$ cat src/rtl/sram_access_ctrl.sv
// Purpose: multi-cycle bridge from a core memory port to a synchronous SRAM macro.
// Latency: LATENCY+2 cycles from req to the next IDLE; stall is high for LATENCY+1 of them.
// Backpressure: stall is high combinationally with req in IDLE, held high through BUSY, and low for one DONE cycle.
module sram_access_ctrl #(
  parameter int ADDR_BITS = 14,
  parameter int DATA_BITS = 32,
  parameter int LATENCY   = 2
) (
  input  logic                 clk,
  input  logic                 rst,
  input  logic                 req,
  input  logic                 read,
  input  logic [3:0]           web,
  input  logic [ADDR_BITS-1:0] addr,
  input  logic [DATA_BITS-1:0] wdata,
  output logic [DATA_BITS-1:0] rdata,
  output logic                 stall,
  output logic                 sram_cs,
  output logic                 sram_oe,
  output logic [3:0]           sram_web,
  output logic [ADDR_BITS-1:0] sram_a,
  output logic [DATA_BITS-1:0] sram_di,
  input  logic [DATA_BITS-1:0] sram_do
);

  localparam int CNT_W = $clog2(LATENCY + 1);
  localparam logic [CNT_W-1:0] CNT_LAST = CNT_W'(LATENCY - 1);

  typedef enum logic [1:0] {
    IDLE = 2'd0,
    BUSY = 2'd1,
    DONE = 2'd2
  } state_e;

  state_e               state_q, state_d;
  logic [CNT_W-1:0]     cnt_q, cnt_d;
  logic [ADDR_BITS-1:0] addr_q, addr_d;
  logic [DATA_BITS-1:0] wdata_q, wdata_d;
  logic                 read_q, read_d;
  logic [3:0]           web_q, web_d;
  logic [DATA_BITS-1:0] rdata_q, rdata_d;

  assign rdata = rdata_q;

  // Next-state and SRAM pin decode; pins are driven only from captured registers so they stay stable in BUSY.
  always_comb begin
    state_d  = state_q;
    cnt_d    = cnt_q;
    addr_d   = addr_q;
    wdata_d  = wdata_q;
    read_d   = read_q;
    web_d    = web_q;
    rdata_d  = rdata_q;
    stall    = 1'b0;
    sram_cs  = 1'b0;
    sram_oe  = 1'b0;
    sram_web = 4'hF;
    sram_a   = '0;
    sram_di  = '0;
    case (state_q)
      IDLE: begin
        stall = req;
        if (req) begin
          addr_d  = addr;
          wdata_d = wdata;
          read_d  = read;
          // A read must never write, whatever mask the core left on the bus.
          web_d   = read ? 4'hF : web;
          cnt_d   = '0;
          state_d = BUSY;
        end
      end
      BUSY: begin
        stall    = 1'b1;
        sram_cs  = 1'b1;
        sram_oe  = read_q;
        sram_web = web_q;
        sram_a   = addr_q;
        sram_di  = wdata_q;
        cnt_d    = cnt_q + CNT_W'(1);
        if (cnt_q == CNT_LAST) begin
          if (read_q) begin
            rdata_d = sram_do;
          end
          state_d = DONE;
        end
      end
      DONE: begin
        // One unstalled cycle lets the core advance; req is deliberately ignored here.
        state_d = IDLE;
      end
      default: begin
        state_d = IDLE;
      end
    endcase
  end

  // State and capture registers with synchronous reset that aborts any access in flight.
  always_ff @(posedge clk) begin
    if (rst) begin
      state_q <= IDLE;
      cnt_q   <= '0;
      addr_q  <= '0;
      wdata_q <= '0;
      read_q  <= 1'b0;
      web_q   <= 4'h0;
      rdata_q <= '0;
    end else begin
      state_q <= state_d;
      cnt_q   <= cnt_d;
      addr_q  <= addr_d;
      wdata_q <= wdata_d;
      read_q  <= read_d;
      web_q   <= web_d;
      rdata_q <= rdata_d;
    end
  end

endmodule

$ cat config.mk
export PLATFORM = sky130hd
export DESIGN_NAME = sram_access_ctrl
export DESIGN_NICKNAME = d
export VERILOG_FILES = /design/src/rtl/sram_access_ctrl.sv
export SDC_FILE = /design/constraint.sdc
export NUM_CORES = 1
export LEC_CHECK = 0
export BUFFER_PORTS_ARGS = -buffer_cell sky130_fd_sc_hd__buf_4
export CAP_MARGIN = 30
export CORE_MARGIN = 3
export CORE_UTILIZATION = 49
export DETAILED_ROUTE_END_ITERATION = 16
export MAX_ROUTING_LAYER = met4
export PLACE_DENSITY_LB_ADDON = 0.08
export SLEW_MARGIN = 20
export SYNTH_ARGS = -nofsm -noshare
export SYNTH_HDL_FRONTEND = slang
export SYNTH_SLANG_ARGS = --single-unit
export TNS_END_PERCENT = 1
$ cat constraint.sdc
create_clock -name clk -period 2.2 [get_ports clk]
set_input_delay 0.44 -clock clk [delete_from_list [all_inputs] [get_ports clk]]
set_output_delay 0.44 -clock clk [all_outputs]
set_load 0.02 [all_outputs]
=== Yosys cells after proc, flatten, opt, wreduce, memory -nomap -nowiden ===
Cells that the tools add are included.

* Input bits: 86
* Output and inout bits: 85
* Logic and storage cells: 30
* Bits in registers: 87

* Equality and inequality tests: 4
* Muxes and demuxes: 12
* Add/subtract/negate cells: 1
* Reduce and logical (&&, ||, !) cells: 6

{| class="wikitable"
|+ Operators with widths
! cell !! count
|-
| 32-bit 2-to-1 mux || 1
|-
| 14-bit 2-to-1 mux || 1
|-
| 4-bit 2-to-1 mux || 2
|-
| 2-bit one-hot mux with 2 select lines || 2
|-
| 2-bit 2-to-1 mux || 3
|-
| 2-bit AND reduction || 3
|-
| 2-bit by 1-bit == test with 1-bit output (second input constant) || 2
|-
| 2-bit != test (second input constant) || 2
|-
| 3-bit AND reduction || 1
|-
| 2-bit by 1-bit adder with 2-bit output (second input constant) || 1
|-
| 2-bit logical NOT || 1
|-
| 1-bit 2-to-1 mux || 2
|-
| 1-bit one-hot mux with 2 select lines || 1
|-
| 2-bit nonzero test || 1
|}

=== Longest topological paths before layout ===
Gate-level depths: netlist of the first run.

* Depth after elaboration: 3
* Depth in mapped cells: 7
* Mapped depth without buffers: 5

=== Least setup slack after synthesis of the first run ===
No wires, ideal clock.

* Path kind: register to output
* From: register state_q[1]
* To: output port sram_a[0]
* Cell stages (with the launch flop): 5
* Buffers on the path: 1
* Data required time: 1.760 ns
* Setup slack: 0.493 ns
* Arrival time: 1.267 ns
* Cells stage by stage: dfxtp_1 nand2b_1 inv_2 clkbuf_1 and2_1

* Longest elaborated chain between the ends: 2

{| class="wikitable"
|+ Ends and longest elaborated chain
! element !! line !! RTL
|-
| start: declaration || 35 || <nowiki>state_e state_q, state_d;</nowiki>
|-
| start signal: assignment || 109 || <nowiki>state_q <= state_d;</nowiki>
|-
| 2-bit by 1-bit == test with 1-bit output || 60 || <nowiki>case (state_q)</nowiki>
|-
| 14-bit 2-to-1 mux || 60 ||
|-
| end: declaration || 21 || <nowiki>output logic [ADDR_BITS-1:0] sram_a,</nowiki>
|}

Every way passes these cells.

=== Worst setup path after layout of the first run ===
* From: register state_q[1]
* To: output port sram_oe

* Longest elaborated chain between the ends: 2

{| class="wikitable"
|+ Ends and longest elaborated chain
! element !! line !! RTL
|-
| 2-bit by 1-bit == test with 1-bit output || 60 ||
|-
| 1-bit 2-to-1 mux || 60 ||
|-
| end: declaration || 19 || <nowiki>output logic sram_oe,</nowiki>
|}

Every way passes these cells.

==> metrics.md, run 1 <==
| Metric | Value |
|---|---|
| Final Critical Period | `2.06 ns` |
| Run status | `finished clean` |
| Largest net degree at the start of global routing | `54` |
| Vias in the first global route | `2932` |
| Final setup fails | `0` |
| YS warnings | `0` |
| Share of layout cells above drive strength 1 | `32.9%` |
| Pre-antenna DRT Iters | `4` |
| Clock slew at reported path FFs | `0.08 ns` |
| GRT Util Overall | `21.8%` |
| Worst setup SP type | `register` |
| I/O Buffers | `170` |
| Synth top cells by count | `nand2_1, dfxtp_1, a21oi_1` |
| Nets | `680` |
| Syn-to-layout area delta | `45.7%` |
| Sequential-to-total area share from yosys stat | `51.6%` |
| Area leader, netlist | `dfxtp_1` |
| Grt met1 use | `25.6%` |
| GRT Max-Usage Layer | `met2` |
| 1st-iter DRT viols | `140` |
| Vias/cell | `4.84` |
| CTS Sinks | `87` |
| Synthesized cell area | `3370 µm²` |
| Drc violations | `0` |
| FF+latch count, synth | `87` |
| Total gr overflow | `0` |
| Synth Flop Type | `dfxtp_1` |
| Gate Count Post-Synth | `438` |
| Final Cycle Share | `93.9%` |
| Top-area cell type share of the netlist area | `51.6%` |
| WL per Instance | `13.0 µm` |
| Routed WL | `8800 µm` |
| Die Y | `89.0 µm` |
| Die area | `7920 µm²` |
| Fraction of registers with async set/reset | `0%` |
| Type of the most critical hold path | `input pin to register` |
| Synthesized net count | `525` |
| Crit Path Category | `register to primary output` |
| Max-Slew Margin vs Limit | `65.8%` |
| CTS tree | `yes` |
| Vias | `3270` |
| Fillers | `495` |
| Pleak | `2.18 nW` |
| CTS Buffer Depth | `2` |
| Horiz. Die Dim | `89.0 µm` |
| Diode count | `0` |
| MaxCap Viol Count | `0` |
| Slew Limit Fails | `0` |
| Final core utilization | `75.7%` |
| FMAX | `0.484 GHz` |
| Leading post-synthesis cells by cell area | `dfxtp_1, nand2_1, a21oi_1, and2_1, buf_2` |
| Starting Density | `51.9%` |
| Post-synth EDFFs | `0` |
| Data arrival time of the worst path | `1.62 ns` |
| CTS root buf | `clkbuf_8` |
| Post-synthesis cell type count | `22` |
| CTS H-tree depth | `3` |
| Core area | `6490 µm²` |
| Number of core rows | `29` |
| Post-DRT Antenna Nets | `0` |
| PwrDens | `692 nW/µm²` |
| RSZ-0062 raised after global routing | `false` |
| Setup TNS | `0 ns` |
| Skew-Pair Late Insertion Delay | `0.34 ns` |
| I/O pins | `171` |
| Final Hold Viols | `0` |
| Placer Congestion | `0.818` |
| Met3 GRT Util | `5.07%` |
| Crit Path Max Fanout | `47` |
| Hpwl dp | `6140 µm` |
| Setup crit end kind | `primary output` |
| Most common cell in the netlist | `nand2_1` |
| Maximum vdd drop | `0.000470 V` |
| Num CTS Buffers | `9` |
| Initial antenna violation count | `0` |
| GR Util met2 | `37.0%` |
| Worst slew pin tran | `0.514 ns` |
| Clk_skew | `0.00681 ns` |
| First-pass GRT wire length | `13200 µm` |
| Mean post-synth cell area | `7.70 µm²` |
| Critical path required time | `1.76 ns` |
## metal layers
metal | share of wire, % | vias up
li1 | - | 1698
met1 | 41 | 1457
met2 | 50 | 109
met3 | 7.9 | 6
met4 | 0.76 | 0
met5 | 0 | -
## worst max-delay path, cell delays in order (launching register included)
cell and delay [ns]:
dfxtp_1 0.44, nand2b_1 0.22, inv_2 0.10, buf_12 0.18
and2_1 0.18, buf_4 0.16
## logic make-up (layout without fill, tap and decap cells)
group | after synthesis | count (layout) | synth area share [%]
adder cells (fa/ha/maj) | 1 | 1 | 0.371
AND/OR/NAND/NOR | 233 | 233 | 31.1
buffers and inverters | 35 | 195 | 4.64
AO/OA/AOI/OAI | 82 | 82 | 12.2
flip-flops | 87 | 87 | 51.6
## cell usage in the layout, fill, tap and decap left out, types with 6 or more instances in the layout
| cell type | count |
|---|---|
| a21oi_1 | 80 |
| and2_1 | 47 |
| buf_4 | 175 |
| clkbuf_8 | 11 |
| dfxtp_1 | 86 |
| nand2_1 | 158 |
| nand2b_1 | 6 |
| nor2_1 | 7 |
| nor3_1 | 8 |
## what timing repair did
item                                    4_1_cts  5_1_grt
setup buffers                                 0        0
hold buffers                                  0        0
gates resized for setup                       0        1
endpoints found under the setup margin        0        1
## area by class of cell
| cell class | count | area (µm²) | area share, % |
|---|---|---|---|
| inverter | 2 | 7.51 | 0.153 |
| timing repair buffer | 177 | 1350 | 27.6 |
| multi-input combinational | 316 | 1480 | 30.2 |
| tap | 77 | 96.3 | 1.96 |
| clock inverter | 5 | 80.1 | 1.63 |
| clock buffer | 11 | 151 | 3.08 |
| sequential | 87 | 1740 | 35.5 |
## worst paths after layout
kind	to	slack, ns	from	depth (start not counted)
hold reg to reg	wdata_q[1]	0.45	wdata_q[1]	2
setup / recovery	sram_oe	0.14	state_q[1]	5
setup reg to reg	web_q[2]	0.65	state_q[1]	4
hold / removal	rdata[31]	0.34	sram_do[31]	3
## power breakdown
part	switching, mW	leakage [nW]	internal [mW]
logic	0.249	1.36	0.228
registers	0.0346	0.710	1.65
clock network	0.541	0.112	0.700
## registers in the layout, indices dropped and copies added, names as in the netlist
| signal | flops |
|---|---|
| addr_q | 14 |
| cnt_q | 2 |
| rdata | 32 |
| read_q | 1 |
| state_q | 2 |
| wdata_q | 32 |
| web_q | 4 |
## through the flow
stage                     area [µm²]  std cells  power [mW]  hold WS (ns)  setup slack, ns
after CTS                       4910        675        3.44         0.322           0.0880
after global placement          4680        659        2.19         0.438            0.518
final                           4910        675        3.40         0.341            0.135
after detailed placement        4680        659        2.20         0.442            0.484
after floorplan                 3370        438        1.97         0.432            0.493
after global routing            4910        675        3.55         0.317           0.0171
Power figures use the tool's default switching activity.
==> run 2: changes to the inputs <==
--- a/config.mk
+++ b/config.mk
@@ -6,12 +6,12 @@
 export NUM_CORES = 1
 export LEC_CHECK = 0
 export BUFFER_PORTS_ARGS = -buffer_cell sky130_fd_sc_hd__buf_4
-export CAP_MARGIN = 30
 export CORE_MARGIN = 3
-export CORE_UTILIZATION = 49
+export CORE_UTILIZATION = 45
 export DETAILED_ROUTE_END_ITERATION = 16
 export MAX_ROUTING_LAYER = met4
 export PLACE_DENSITY_LB_ADDON = 0.08
+export RECOVER_POWER = 100
 export SLEW_MARGIN = 20
 export SYNTH_ARGS = -nofsm -noshare
 export SYNTH_HDL_FRONTEND = slang
==> constraint.sdc (replaced) <==
create_clock -name clk -period 1.94 [get_ports clk]
set_input_delay 0.388 -clock clk [delete_from_list [all_inputs] [get_ports clk]]
set_output_delay 0.388 -clock clk [all_outputs]
set_load 0.02 [all_outputs]
==> run 2 against run 1 <==
Combinational power up 15%. Non-clock buffer count up 5. Setup slack worse by 0.024 ns. Highest routed layer unchanged. Critical endpoint is now sram_a[8]. Design area down 3.0%. Via count up 0.52%. First-iteration DRC count down 30%. Clock skew up 0.0045 ns. Die area up 8.3%. Clock power up 12%. Flip-flop and latch count unchanged.
==> metrics.md, run 2 (synthesis gave the netlist of run 1 again) <==
| Metric | Value |
|---|---|
| Run status | `finished clean` |
| Crit-path max cell delay | `0.39 ns (-0.05 ns)` |
| Slowest cell on the critical path | `dfxtp_2` |
| FMAX | `0.547 GHz` |
| Syn-to-layout area delta | `41.4%` |
| Die area | `8570 µm² (+8.3%)` |
| Vias | `3287 (+0.52%)` |
| Max-Slew Margin vs Limit | `58.7% (-7.1 points)` |
| First-pass GRT wire length | `14000 µm (+6.1%)` |
| CTS Sinks | `87 (unchanged)` |
| Vias/cell | `4.70 (-2.9%)` |
| Num CTS Buffers | `9 (unchanged)` |
| Vias in the first global route | `3005 (+2.5%)` |
| GRT Util Overall | `20.8% (-1.0 points)` |
| Placer Congestion | `0.721 (-12%)` |
| Final Cycle Share | `94.3%` |
| Die Y | `92.6 µm (+4.1%)` |
| Setup crit end kind | `primary output` |
| CTS Buffer Depth | `2 (unchanged)` |
| Critical path required time | `1.55 ns (-0.21 ns)` |
| Design area | `4770 µm² (-3.0%)` |
| CTS root buf | `clkbuf_8` |
| Placed Area | `4720 µm² (+0.88%)` |
| Starting Density | `48.1% (-3.9 points)` |
| Number of core rows | `30 (+3.4%)` |
| RSZ-0062 raised after global routing | `false` |
| Crit path buf inv count | `3 (unchanged)` |
| Pre-antenna DRT Iters | `4 (unchanged)` |
| Maximum vdd drop | `0.000479 V (+1.9%)` |
| PwrDens | `807 nW/µm² (+17%)` |
| Clock slew at reported path FFs | `0.09 ns (about the same)` |
| Routed WL | `9010 µm (+2.4%)` |
| Final Critical Period | `1.83 ns` |
| DP Worst Slack | `0.292 ns (-0.192 ns)` |
| Share of layout cells above drive strength 1 | `28.4% (-4.6 points)` |
| MaxCap Viol Count | `0 (unchanged)` |
| Worst slew pin tran | `0.620 ns (+0.106 ns)` |
| Commonest non-fill, non-tap cell in the layout | `nand2_1` |
| FF+latch area | `1740 µm² (about the same)` |
| 1st-iter DRT viols | `98 (-30%)` |
| Crit Path Category | `register to primary output` |
| Setup TNS | `0 ns (unchanged)` |
| I/O Buffers | `170 (unchanged)` |
| Drc violations | `0 (unchanged)` |
| Skew-Pair Late Insertion Delay | `0.35 ns (about the same)` |
| Initial antenna violation count | `0 (unchanged)` |
| Hpwl dp | `6220 µm (+1.4%)` |
| WL per Instance | `12.9 µm (-1.1%)` |
| Crit Path Max Fanout | `17 (-64%)` |
| Slew Limit Fails | `0 (unchanged)` |
| Final setup fails | `0 (unchanged)` |
| Largest net degree at the start of global routing | `54 (unchanged)` |
| Crit path max-delay family | `flip-flops` |
| Post-DRT Antenna Nets | `0 (unchanged)` |
| Critical Path, Cell by Cell | `nand2b_4, inv_4, clkbuf_16, and2_1, clkbuf_2` |
| I/O pins | `171 (unchanged)` |
| Diode count | `0 (unchanged)` |
| Most frequent cells in the layout | `nand2_1, buf_4, dfxtp_1` |
| Fillers | `664 (+34%)` |
| Hold Worst Slack | `0.278 ns (-0.0629 ns)` |
| Data arrival time of the worst path | `1.44 ns (-0.18 ns)` |
| Post-Place Cells | `682 (+3.5%)` |
| Horiz. Die Dim | `92.6 µm (+4.1%)` |
| Clk_skew | `0.0113 ns (+0.00451 ns)` |
| Worst setup SP type | `register` |
| Fin cells | `699 (+3.6%)` |
| Type of the most critical hold path | `input pin to register` |
| Tot Pwr | `3.85 mW (+13%)` |
| CTS Hold Bufs | `0 (unchanged)` |
| Final WS setup | `0.111 ns (-0.0238 ns)` |
| Final core utilization | `67.9% (-7.7 points)` |
| Core area | `7020 µm² (+8.1%)` |
| CTS tree | `yes` |
| Total gr overflow | `0 (unchanged)` |
| Final Hold Viols | `0 (unchanged)` |
| Pleak | `2.03 nW (-6.8%)` |
| Area of the multi-input gates | `1490 µm² (+0.51%)` |
| CTS H-tree depth | `3 (unchanged)` |
| Nets | `685 (+0.74%)` |
[run 2: changes by cell type in the layout (fill, tap and decap cells not counted), moves of 7 or more]
| cell | delta |
|---|---|
| and2_0 | +7 |
| and2_1 | -7 |
| buf_4 | -68 |
| clkbuf_1 | +33 |
| clkbuf_2 | +39 |
[run 2: worst min-delay path, delay by kind of cell]
family / cells / cell delay, ns
buf+inv: 1 / 0.11
simple gates: 1 / 0.04
compound gates: 1 / 0.05
[run 2: final cells by class]
cell class              instances  area share (%)
flip-flops and latches         87            36.6
clock buffers                  11            2.97
repair buffers                182            24.8
well taps                      96            2.52
clock inverters                 5            1.71
inverters                       2           0.210
multi-input cells             316            31.2
[run 2: path summary, 6_finish.rpt]
path | startpoint | end | slack, ns | cells after the start
setup / recovery | state_q[1] | sram_a[8] | 0.11 | 5
hold reg to reg | wdata_q[1] | wdata_q[1] | 0.45 | 2
setup reg to reg | cnt_q[0] | rdata[26] | 0.24 | 5
hold / removal | sram_do[7] | rdata[7] | 0.28 | 3
[run 2: timing repair]
action / CTS / global route
setup endpoints to repair: 50 / 50
setup buffers: 0 / 0
gates cloned: 0 / 1
resized for setup: 3 / 8
endpoints found under the hold margin: 0 / 0
[run 2: report_power, final]
part	total [mW]	internal, mW	switching (mW)
Combinational	0.547	0.259	0.288
Sequential	1.91	1.87	0.0426
Clock	1.39	0.762	0.629
Total	3.85	2.89	0.959
[run 2: per-layer routing]
metal  wire length [µm]  track usage, %  up-vias
met1               3800            24.2     1464
met3                649            5.69       12
met4                149            7.80        0
li1                   -               -     1707
met2               4410            34.4      104
met5                  0               -        -
==> run 3: changes to the inputs <==
==> constraint.sdc (replaced) <==
create_clock -name clk -period 2 [get_ports clk]
set_input_delay 0.4 -clock clk [delete_from_list [all_inputs] [get_ports clk]]
set_output_delay 0.4 -clock clk [all_outputs]
set_load 0.02 [all_outputs]
==> run 3 against run 2 <==
Flip-flop and latch count stayed put. Clock power about the same. Non-clock buffer count shrank 1. Die area stayed put. Sequential share of layout area decreased by 0.57 points. Total power is 1.9% lower. Register-to-register slack improved by 0.21 ns. Final cell count decreased by 0.29%. Count of clock-buffer cells in the layout unchanged. Largest power group unchanged.
==> metrics.md, run 3 (synthesis gave the netlist of run 1 again) <==
| Metric | Value |
|---|---|
| Run status | `finished clean` |
| RSZ-0062 raised after global routing | `true` |
| Reg2Reg Depth | `4 (-1)` |
| I/O pins | `171 (unchanged)` |
| Design area | `4840 µm² (+1.6%)` |
| Setup bufs post-CTS | `0 (unchanged)` |
| Placer Congestion | `0.720 (-0.11%)` |
| CTS Buffer Depth | `2 (unchanged)` |
| Crit Path Category | `register to primary output` |
| Die area | `8570 µm² (unchanged)` |
| Worst setup SP type | `register` |
| CTS Hold Bufs | `0 (unchanged)` |
| GRT Util Overall | `20.2% (-0.64 points)` |
| Core area | `7020 µm² (unchanged)` |
| PwrDens | `779 nW/µm² (-3.5%)` |
| MaxCap Viol Count | `0 (unchanged)` |
| CTS H-tree depth | `3 (unchanged)` |
| Horiz. Die Dim | `92.6 µm (unchanged)` |
| Worst hold path endpoint | `rdata[14]` |
| Data arrival time of the worst path | `1.51 ns (+0.07 ns)` |
| Hpwl dp | `6270 µm (+0.87%)` |
| Final Cycle Share | `95.7%` |
| Drc violations | `0 (unchanged)` |
| Post-DRT Antenna Nets | `0 (unchanged)` |
| 1st-iter DRT viols | `120 (+22%)` |
| Vias/cell | `4.69 (-0.32%)` |
| Starting Density | `48.1% (unchanged)` |
| I/O Buffers | `170 (unchanged)` |
| Slew Limit Fails | `0 (unchanged)` |
| Maximum vdd drop | `0.000395 V (-18%)` |
| Pre-antenna DRT Iters | `7 (+3)` |
| Hold path depth | `3 (unchanged)` |
| Post-Place Cells | `682 (unchanged)` |
| Final core utilization | `69.0% (+1.1 points)` |
| Final Critical Period | `1.91 ns` |
| Critical path required time | `1.60 ns (+0.05 ns)` |
| Worst slew pin tran | `0.409 ns (-0.210 ns)` |
| DP Worst Slack | `0.319 ns (+0.0279 ns)` |
| Most frequent cells in the layout | `nand2_1, buf_4, dfxtp_1` |
| Crit Path Max Fanout | `18 (+1)` |
| RR Endpoint | `web_q[1]` |
| Type of the most critical hold path | `input pin to register` |
| CTS Sinks | `87 (unchanged)` |
| First-pass GRT wire length | `13600 µm (-2.7%)` |
| Clk_skew | `0.00765 ns (-0.00366 ns)` |
| Placed Area | `4720 µm² (unchanged)` |
| FMAX | `0.522 GHz` |
| Hold Crit Start | `sram_do[14]` |
| Final Hold Viols | `0 (unchanged)` |
| Syn-to-layout area delta | `43.6%` |
| CTS root buf | `clkbuf_8` |
| Number of core rows | `30 (unchanged)` |
| Max-Slew Margin vs Limit | `72.7% (+14 points)` |
| Commonest non-fill, non-tap cell in the layout | `nand2_1` |
| Nets | `684 (-0.15%)` |
| Reg-to-reg startpoint | `state_q[1]` |
| Diode count | `0 (unchanged)` |
| Vias | `3267 (-0.61%)` |
| Skew-Pair Late Insertion Delay | `0.34 ns (about the same)` |
| Setup crit end kind | `primary output` |
| Share of layout cells above drive strength 1 | `27.8% (-0.57 points)` |
| Die Y | `92.6 µm (unchanged)` |
| Largest net degree at the start of global routing | `44 (-19%)` |
| Clock slew at reported path FFs | `0.08 ns (about the same)` |
| R2R Setup Slk | `0.45 ns (+0.21 ns)` |
| Initial antenna violation count | `0 (unchanged)` |
| Pleak | `2.07 nW (+1.6%)` |
| Total gr overflow | `0 (unchanged)` |
| Routed WL | `8770 µm (-2.7%)` |
| WL per Instance | `12.6 µm (-2.5%)` |
| CTS tree | `yes` |
| Tot Pwr | `3.77 mW (-1.9%)` |
| Vias in the first global route | `3007 (+0.067%)` |
| Num CTS Buffers | `9 (unchanged)` |
| Final setup fails | `0 (unchanged)` |
| Final WS setup | `0.0852 ns (-0.0261 ns)` |
| Fin cells | `697 (-0.29%)` |
-- run 3: cell types whose count changed in the layout (fill, tap and decap cells not counted), sizes merged --
| cell | delta |
|---|---|
| clkbuf | -41 |
| clkinv | -1 |
| clkinvlp | -1 |
| buf | +40 |
| bufinv | +1 |
-- run 3: repair_timing --
action | CTS | global route
hold endpoints to repair | 0 | 0
gates resized for setup | 2 | 3
endpoints found under the setup margin | 31 | 47
-- run 3: routing by layer --
layer | track usage, % | vias up | routed length, µm
met5 | - | - | 0
met4 | 9.41 | 0 | 161
met3 | 4.79 | 13 | 639
met2 | 32.4 | 106 | 4250
met1 | 23.8 | 1442 | 3720
li1 | - | 1706 | -
-- run 3: power by group --
part,switching (mW),internal (mW),total [mW]
clock,0.569,0.822,1.39
combinational,0.274,0.258,0.532
sequential,0.0373,1.81,1.85
total,0.881,2.89,3.77
-- run 3: how the worst max path moves through the flow --
stage / startpoint / endpoint / slack [ns]
2_1_floorplan: state_q[1] / sram_a[0] / 0.33
3_3_place_gp: req / web_q[3] / 0.33
3_5_place_dp: req / web_q[1] / 0.32
4_1_cts: state_q[1] / sram_di[29] / 0.003
5_1_grt: state_q[1] / sram_di[15] / -0.008
6_report: state_q[1] / sram_di[0] / 0.09
-- run 3: cell type report --
cell class                      instances  area, µm²
Fill cell                             652       2180
Sequential cell                        87       1740
Multi-Input combinational cell        316       1480
Timing Repair Buffer                  181       1260
Clock buffer                           11        131
Tap cell                               96        120
Clock inverter                          4       95.1
Inverter                                2       7.51
-- run 3: worst max-delay path: stages, from the launching register on --
cell and delay (ns):
dfxtp_2 0.38, nand2b_1 0.20, inv_2 0.07, buf_4 0.19
and2_1 0.18, buf_4 0.15
-- run 3: stage by stage --
stage / setup TNS, ns / hold WS (ns)
global route: -0.0107 / 0.286
global placement: 0 / 0.438
finish: 0 / 0.293
floorplan: 0 / 0.432
CTS: 0 / 0.283
detailed placement: 0 / 0.442
